--- src/rtl/dot_product_pkg.sv ---
// Shared types and helpers for the dot-product reader and its MAC datapath.
package dot_product_pkg;

  typedef enum logic [2:0] {
    IDLE = 3'd0,
    RD_A = 3'd1,
    RD_B = 3'd2,
    MAC  = 3'd3,
    OUT  = 3'd4
  } state_t;

  // Accumulator width that can hold VECTOR_LEN full-precision products without overflow.
  function automatic int acc_width_f(input int data_width, input int vector_len);
    return 2 * data_width + $clog2(vector_len);
  endfunction

endpackage

--- src/rtl/dot_product_mac.sv ---
// Registered unsigned multiply-accumulate with synchronous clear and enable.
module dot_product_mac
  import dot_product_pkg::*;
#(
  parameter int DATA_WIDTH = 8,
  parameter int ACC_WIDTH  = 18
) (
  input  logic                  clk,
  input  logic                  rst,
  input  logic                  clear_i,
  input  logic                  en_i,
  input  logic [DATA_WIDTH-1:0] a_i,
  input  logic [DATA_WIDTH-1:0] b_i,
  output logic [ACC_WIDTH-1:0]  acc_o
);

  logic [2*DATA_WIDTH-1:0] product;
  logic [ACC_WIDTH-1:0]    acc_q;
  logic [ACC_WIDTH-1:0]    acc_d;

  // Full-precision product and the running sum it feeds.
  always_comb begin
    product = {{DATA_WIDTH{1'b0}}, a_i} * {{DATA_WIDTH{1'b0}}, b_i};
    acc_d   = acc_q + ACC_WIDTH'(product);
  end

  // Accumulator register: reset and clear both zero it, enable adds one product.
  always_ff @(posedge clk) begin
    if (rst || clear_i) begin
      acc_q <= '0;
    end else if (en_i) begin
      acc_q <= acc_d;
    end
  end

  assign acc_o = acc_q;

endmodule

--- src/rtl/dot_product_reader.sv ---
// Reads two vectors element by element from a single memory read port and
// returns their unsigned dot product through a valid/ready result handshake.
module dot_product_reader
  import dot_product_pkg::*;
#(
  parameter int DATA_WIDTH = 8,
  parameter int VECTOR_LEN = 4,
  parameter int ADDR_WIDTH = 5,
  parameter int ACC_WIDTH  = acc_width_f(DATA_WIDTH, VECTOR_LEN)
) (
  input  logic                  clk,
  input  logic                  rst,
  input  logic                  start,
  input  logic [ADDR_WIDTH-1:0] base_a,
  input  logic [ADDR_WIDTH-1:0] base_b,
  output logic                  mem_rd_en,
  output logic [ADDR_WIDTH-1:0] mem_rd_addr,
  input  logic [DATA_WIDTH-1:0] mem_rd_data,
  output logic                  busy,
  output logic [ACC_WIDTH-1:0]  result,
  output logic                  result_valid,
  input  logic                  result_ready
);

  localparam int IDX_W = (VECTOR_LEN > 1) ? $clog2(VECTOR_LEN) : 1;
  localparam logic [IDX_W-1:0] LAST_IDX = IDX_W'(VECTOR_LEN - 1);

  state_t                state_q, state_d;
  logic [ADDR_WIDTH-1:0] base_a_q, base_a_d;
  logic [ADDR_WIDTH-1:0] base_b_q, base_b_d;
  logic [IDX_W-1:0]      idx_q, idx_d;
  logic [DATA_WIDTH-1:0] a_reg_q, a_reg_d;
  logic                  mac_clear;
  logic                  mac_en;
  logic [ACC_WIDTH-1:0]  acc;

  // Next-state, read strobe and datapath controls; everything defaults to "hold, no read".
  always_comb begin
    state_d     = state_q;
    base_a_d    = base_a_q;
    base_b_d    = base_b_q;
    idx_d       = idx_q;
    a_reg_d     = a_reg_q;
    mac_clear   = 1'b0;
    mac_en      = 1'b0;
    mem_rd_en   = 1'b0;
    mem_rd_addr = '0;
    unique case (state_q)
      IDLE: begin
        if (start) begin
          base_a_d  = base_a;
          base_b_d  = base_b;
          idx_d     = '0;
          mac_clear = 1'b1;
          state_d   = RD_A;
        end
      end
      RD_A: begin
        mem_rd_en   = 1'b1;
        mem_rd_addr = base_a_q + ADDR_WIDTH'(idx_q);
        state_d     = RD_B;
      end
      RD_B: begin
        a_reg_d     = mem_rd_data;
        mem_rd_en   = 1'b1;
        mem_rd_addr = base_b_q + ADDR_WIDTH'(idx_q);
        state_d     = MAC;
      end
      MAC: begin
        mac_en = 1'b1;
        if (idx_q == LAST_IDX) begin
          state_d = OUT;
        end else begin
          idx_d   = idx_q + IDX_W'(1);
          state_d = RD_A;
        end
      end
      OUT: begin
        if (result_ready) begin
          state_d = IDLE;
        end
      end
      default: begin
        state_d = IDLE;
      end
    endcase
  end

  // State and operand registers; reset wins over any start in the same cycle.
  always_ff @(posedge clk) begin
    if (rst) begin
      state_q  <= IDLE;
      base_a_q <= '0;
      base_b_q <= '0;
      idx_q    <= '0;
      a_reg_q  <= '0;
    end else begin
      state_q  <= state_d;
      base_a_q <= base_a_d;
      base_b_q <= base_b_d;
      idx_q    <= idx_d;
      a_reg_q  <= a_reg_d;
    end
  end

  // B data arrives in the MAC cycle straight from memory, so it feeds the multiplier unregistered.
  dot_product_mac #(
    .DATA_WIDTH(DATA_WIDTH),
    .ACC_WIDTH (ACC_WIDTH)
  ) u_mac (
    .clk    (clk),
    .rst    (rst),
    .clear_i(mac_clear),
    .en_i   (mac_en),
    .a_i    (a_reg_q),
    .b_i    (mem_rd_data),
    .acc_o  (acc)
  );

  assign busy         = (state_q != IDLE);
  assign result_valid = (state_q == OUT);
  assign result       = acc;

endmodule

--- config.mk ---
export PLATFORM = sky130hd
export DESIGN_NAME = dot_product_reader
export DESIGN_NICKNAME = d
export VERILOG_FILES = /design/src/rtl/dot_product_pkg.sv /design/src/rtl/dot_product_mac.sv /design/src/rtl/dot_product_reader.sv
export SDC_FILE = /design/constraint.sdc
export NUM_CORES = 1
export LEC_CHECK = 0
export ABC_AREA = 1
export BUFFER_PORTS_ARGS = -buffer_cell sky130_fd_sc_hd__buf_4
export CAP_MARGIN = 20
export CORE_ASPECT_RATIO = 1.2
export CORE_MARGIN = 2
export CORE_UTILIZATION = 50
export CTS_CLUSTER_DIAMETER = 80
export DETAILED_ROUTE_END_ITERATION = 8
export GPL_ROUTABILITY_DRIVEN = 0
export PLACE_DENSITY = 0.69
export SETUP_SLACK_MARGIN = 0.3
export SYNTH_ARGS = -nofsm -noshare
export SYNTH_HDL_FRONTEND = slang
export SYNTH_SLANG_ARGS = --single-unit
export TNS_END_PERCENT = 30
--- constraint.sdc ---
create_clock -name clk -period 4.4 [get_ports clk]
set_input_delay 0.22 -clock clk [delete_from_list [all_inputs] [get_ports clk]]
set_output_delay 0.22 -clock clk [all_outputs]
set_load 0.01 [all_outputs]
After elaboration in Yosys (flattened, before gate mapping):

Index checks and enable logic that the tools add are counted.

* add/subtract/negate cells: 4
* multipliers: 1
* equal/unequal tests: 8
* multiplexer cells: 12
* reduce and logical (&&, ||, !) cells: 8

Operator list (number)
* $add 18x16->18: 1
* $mul 8x8->16: 1
* $pmux 3 s5: 1
* $add 5x2->5: 2
* $pmux 5 s2: 1
* $mux 3: 3
* $eq 3x2->1 const B: 2
* $mux 1: 4
* $mux 2: 2
* $ne 2x2->1 const B: 2
* $pmux 2 s2: 1
* $reduce_and 2->1: 2
* $eq 3x1->1 const B: 1
* $eq 3x3->1 const B: 1
* $logic_not 3->1: 1
* $reduce_and 3->1: 1
* $reduce_bool 3->1: 1
* $add 2x1->2 const B: 1
* $eq 2x2->1 const B: 1
* $ne 2x1->1 const B: 1
* $reduce_bool 2->1: 1
* $reduce_or 2->1: 1
* $logic_or 1x1->1: 1

* flip-flop bits (word level): 41
* bits of input ports: 22
* output and inout port bits: 26
* logic and storage cells: 39

Logic depth before layout (Yosys ltp):

* word-level depth: 3
* gate-level depth with buffers: 22
* depth with buffers taken out: 21

By module:

A second synthesis with hierarchy kept.

* cell total of the unflattened synthesis: 678
* area total of the unflattened synthesis: 4698.3 sq um

By module, submodules not included
* dot_product_mac: instances 1, cells each 529, area each 3609.7 sq um, seq. area each 360.3 sq um
* dot_product_reader: instances 1, cells each 149, area each 1088.5 sq um, seq. area each 460.4 sq um

Least setup slack after synthesis:

No wires, ideal clock.

* path kind: reg2reg
* start point: reg a_reg_q[0]
* end point: reg u_mac.acc_q[10], in the netlist u_mac.acc_o[10]
* setup time: 0.113 ns
* arrival time: 3.773 ns
* path slack: 0.514 ns
* stages on the path, launching flop included: 18
* path buffers: 1
* clock period less this slack: 3.886 ns
* cells stage by stage: dfxtp_1 -> clkbuf_1 -> nand2_1 -> fa_1 -> fa_1 -> inv_1 -> fa_1 -> inv_1 -> fa_1 -> inv_1 -> ha_1 -> nand2_1 -> nand2_1 -> a21oi_1 -> nand2_1 -> xor2_1 -> o21ai_1 -> inv_1

* word-level cells in the longest chain between the ends: 2

Ends and longest elaborated chain
* start, declared: RTL line dot_product_reader.sv:32 `logic [DATA_WIDTH-1:0] a_reg_q, a_reg_d;`
* start signal, assigned: RTL line dot_product_reader.sv:102 `a_reg_q <= a_reg_d;`
* $mul 8x8->16: RTL line dot_product_mac.sv:23 `product = {{DATA_WIDTH{1'b0}}, a_i} * {{DATA_WIDTH{1'b0}}, b_i};`
* $add 18x16->18: RTL line dot_product_mac.sv:24 `acc_d = acc_q + ACC_WIDTH'(product);`
* end signal, assigned: RTL line dot_product_mac.sv:30 `acc_q <= '0;`
* end signal, assigned: RTL line dot_product_mac.sv:32 `acc_q <= acc_d;`
* end, declared: RTL line dot_product_mac.sv:18 `logic [ACC_WIDTH-1:0] acc_q;`

No other way between the ends.
A chain may end at the register's enable or synchronous reset.

Worst setup path after layout:

* start point: reg a_reg_q[5]
* end point: reg u_mac.acc_q[14], in the netlist u_mac.acc_o[14]

Same word-level chain as after synthesis.

==> metrics <==
Antenna diodes=0; P_leak=roughly 3.1 nW; Top cell by count, worst path=nand2_1; cell with the most instances after synthesis=inv_1; Critical Path RT=~4.6 ns; number of flops mapped to enable cells by yosys=0; Max IR drop VDD=~0.13 mV; CTS tree=yes; first-pass GRT wire length=between 15000 and 20000 um; drt pass-1 iters=4; relative slew slack=between 60% and 70%; switching share of power=41.7%; FP Rows=38; drt via density=about 4.8; Net count, final=828; routed wire length=~10000 um; worst path cell trace=buf_6 -> nand2_1 -> inv_1 -> fa_1 -> inv_1 -> fa_1 -> inv_1 -> fa_1 -> inv_1 -> fa_1 -> inv_1 -> ha_4 -> nand2_1 -> nand2_1 -> nand2_1 -> nand2_1 -> nand2_1 -> nand4_1 -> nand3_1 -> nand2_1 -> inv_1; Syn-to-layout area delta=12.7%; Critical Path Fanout Max=6; initial antenna violation count=0; Place WS=0.197 ns; Comb pwr share=between 40 and 50%; CTS Root Cell=clkbuf_8; post-route design area=approximately 5300 um2; die area=slightly above 10000 um2; Clock Skews=between 0.01 and 0.015 ns; Post-DRT Antenna Nets=0; Die X=around 90 um; CTS Buf Count=5; area of the core=approximately 9100 um2; Post-synth top flop=dfxtp_1; status=finished clean; Post-route DRC=0; crit share post-route=roughly nine tenths; Reg-to-Reg End=u_mac.acc_o[14]; WP buf/inv=7; fin cells=~830; max cap viols=0; total number of vias=between 3000 and 4000; worst-path cell with the longest stage delay=fa_1; largest net degree at the start of global routing=23; CP Capture Type=register; Critical Path Start=a_reg_q[5]; crit path kind=reg -> reg; Avg Synthesized Cell Area=about 6.9 um2; CTS hold repair buffers=0; WHS Endpoint=base_b_q[2]; synth top area cells=fa_1 22%, dfxtp_1 18%, inv_1 15%; Pint=0.000747 W; Final Max Tran Viols=0; Die H=~110 um; Worst R2R Start=a_reg_q[5]; Yosys cell types=30; I/O pin count=48; drt wl/cell=12.4 um; mapped cell area=4690 um2; fillers=888; CTS HTree Levels=2; Synth Register Bits=a little over 40; sequential area share after synthesis=about 18%; Switching Power=approximately 0.00053 W; Finish-stage setup viols=0; CTS clk-pin slew, worst paths=0.09 ns; Pwr per Cell Area=approximately 240 nW/um2; Synth top cells by count=191 x inv_1, 170 x nand2_1, 51 x fa_1, 44 x nor2_1, 43 x ha_1; total global routing overflow=0; setup_tns=0 ns; vias in the first global route=around 3800; PortBufs=between 40 and 50; Seq pwr share=~34%; clock insertion delay at the later pin of the skew report=between 0.3 and 0.4 ns; worst slew pin tran=0.598 ns; dpl cell area=around 5100 um2; Hold Crit Depth=3; Tmin final=roughly 3.9 ns; dpl hpwl=between 8000 and 9000 um; clock share of power=between 20% and 30%; Reg2Reg Setup Slack=around 0.45 ns; fmax=~250 MHz; family with the most delay on the worst path=adder cells; Yosys top cell area share=21.8%; Clock Sinks=roughly 40; asr flop ratio synth=0%; yosys warns=0; syn_nets=between 700 and 800; startpoint types=register; R2R depth=21; layout cell share with drive strength beyond 1=a little over an eighth; initial drt markers=~130; cell taking the most area after synthesis=fa_1; Max clock buf depth=2; Final Hold Fails=0; dpl cells=823; RSZ-0062 raised after global routing=false; Synth Instances=roughly 700; Hold Crit Class=in -> reg; max incr delay on CP=~0.54 ns; all-layer global routing usage=between 20% and 30%; setup ws final=roughly 0.45 ns; WP data arrival=around 4.2 ns; Hold Startpoint=base_b[2]; Initial Utilization=about half
-- power groups by stage --
stage               combinational (W)  sequential, W  clock [W]
floorplan                    0.000436       0.000417          0
global placement             0.000540       0.000436          0
detailed placement           0.000553       0.000438          0
CTS                          0.000557       0.000430   0.000263
global route                 0.000690       0.000435   0.000275
finish                       0.000595       0.000430   0.000257
-- metal layers --
metal	up-vias	wire (um)	GRT usage, %
met3	17	310	2.72
li1	2040	-	-
met4	0	272	8.53
met2	68	5190	36.4
met1	1852	4590	28.3
met5	-	0	0
-- cell families (layout without fill, tap and decap cells) --
family / count (synthesis) / count (layout) / share of synthesized area [%]
flip-flops: 41 / 41 / 17.5
XOR/XNOR: 7 / 7 / 1.31
buffers and inverters: 219 / 252 / 18.2
AND/OR/NAND/NOR: 251 / 251 / 22.1
AO/OA/AOI/OAI: 68 / 68 / 7.66
adder cells (fa/ha/maj): 94 / 94 / 33.2
-- worst max-delay path by stage --
| stage | slack (ns) | end | cells past startpoint |
|---|---|---|---|
| after floorplan | 0.51 | u_mac.acc_o[10] | 17 |
| after global placement | 0.27 | u_mac.acc_o[12] | 19 |
| after detailed placement | 0.20 | u_mac.acc_o[16] | 19 |
| after CTS | 0.29 | u_mac.acc_o[16] | 19 |
| after global routing | 0.28 | u_mac.acc_o[13] | 21 |
| final | 0.45 | u_mac.acc_o[14] | 21 |
-- flip-flops by register name, indices dropped and copies added, names as in the netlist --
register	flops
a_reg_q	8
u_mac.acc_o	18
state_q	3
idx_q	2
base_b_q	5
base_a_q	5
-- cells in the final DEF (no fill, tap or decap), types with 2 or more instances in the layout --
cell / count
a21oi_1: 36
nor2_2: 3
nand3_1: 20
nor2_4: 2
fa_1: 51
nand4_1: 2
ha_4: 4
dfxtp_4: 7
nor3_1: 2
o21ai_2: 4
clkbuf_8: 5
nand2_2: 5
nand2_4: 3
nand2_1: 165
o21ai_0: 19
xor2_1: 6
nor2_1: 43
dfxtp_1: 33
inv_2: 4
ha_1: 39
clkinv_2: 2
buf_4: 48
inv_1: 191
nand3_2: 2
o21ai_1: 6
-- final cells by class --
type                            count  area (um2)  area share [%]
Sequential cell                    41         848            16.1
Clock buffer                        6        72.6            1.37
Clock inverter                      2        10.0           0.189
Tap cell                          120         150            2.84
Multi-Input combinational cell    420        3100            58.7
Inverter                          195         732            13.9
Timing Repair Buffer               49         372            7.03
-- worst min-delay path: cells and delay by family --
family / cells / cell delay, ns
AO/OA/AOI/OAI: 1 / 0.05
buffers and inverters: 1 / 0.11
AND/OR/NAND/NOR: 1 / 0.05
-- stage by stage --
stage	total power (W)	hold WS [ns]	utilization, %
after floorplan	0.000853	0.363	-
after global placement	0.000976	0.442	55.8
after detailed placement	0.000991	0.451	55.8
after CTS	0.00125	0.149	56.8
after global routing	0.00140	0.159	58.2
final	0.00128	0.154	58.2
-- what timing repair did --
item                                    CTS  global route
resized for setup                         3            29
pin swaps                                 0             7
setup buffers                             0             2
endpoints found under the setup margin    6            11
No activity file was read; power rests on OpenSTA's default activity.
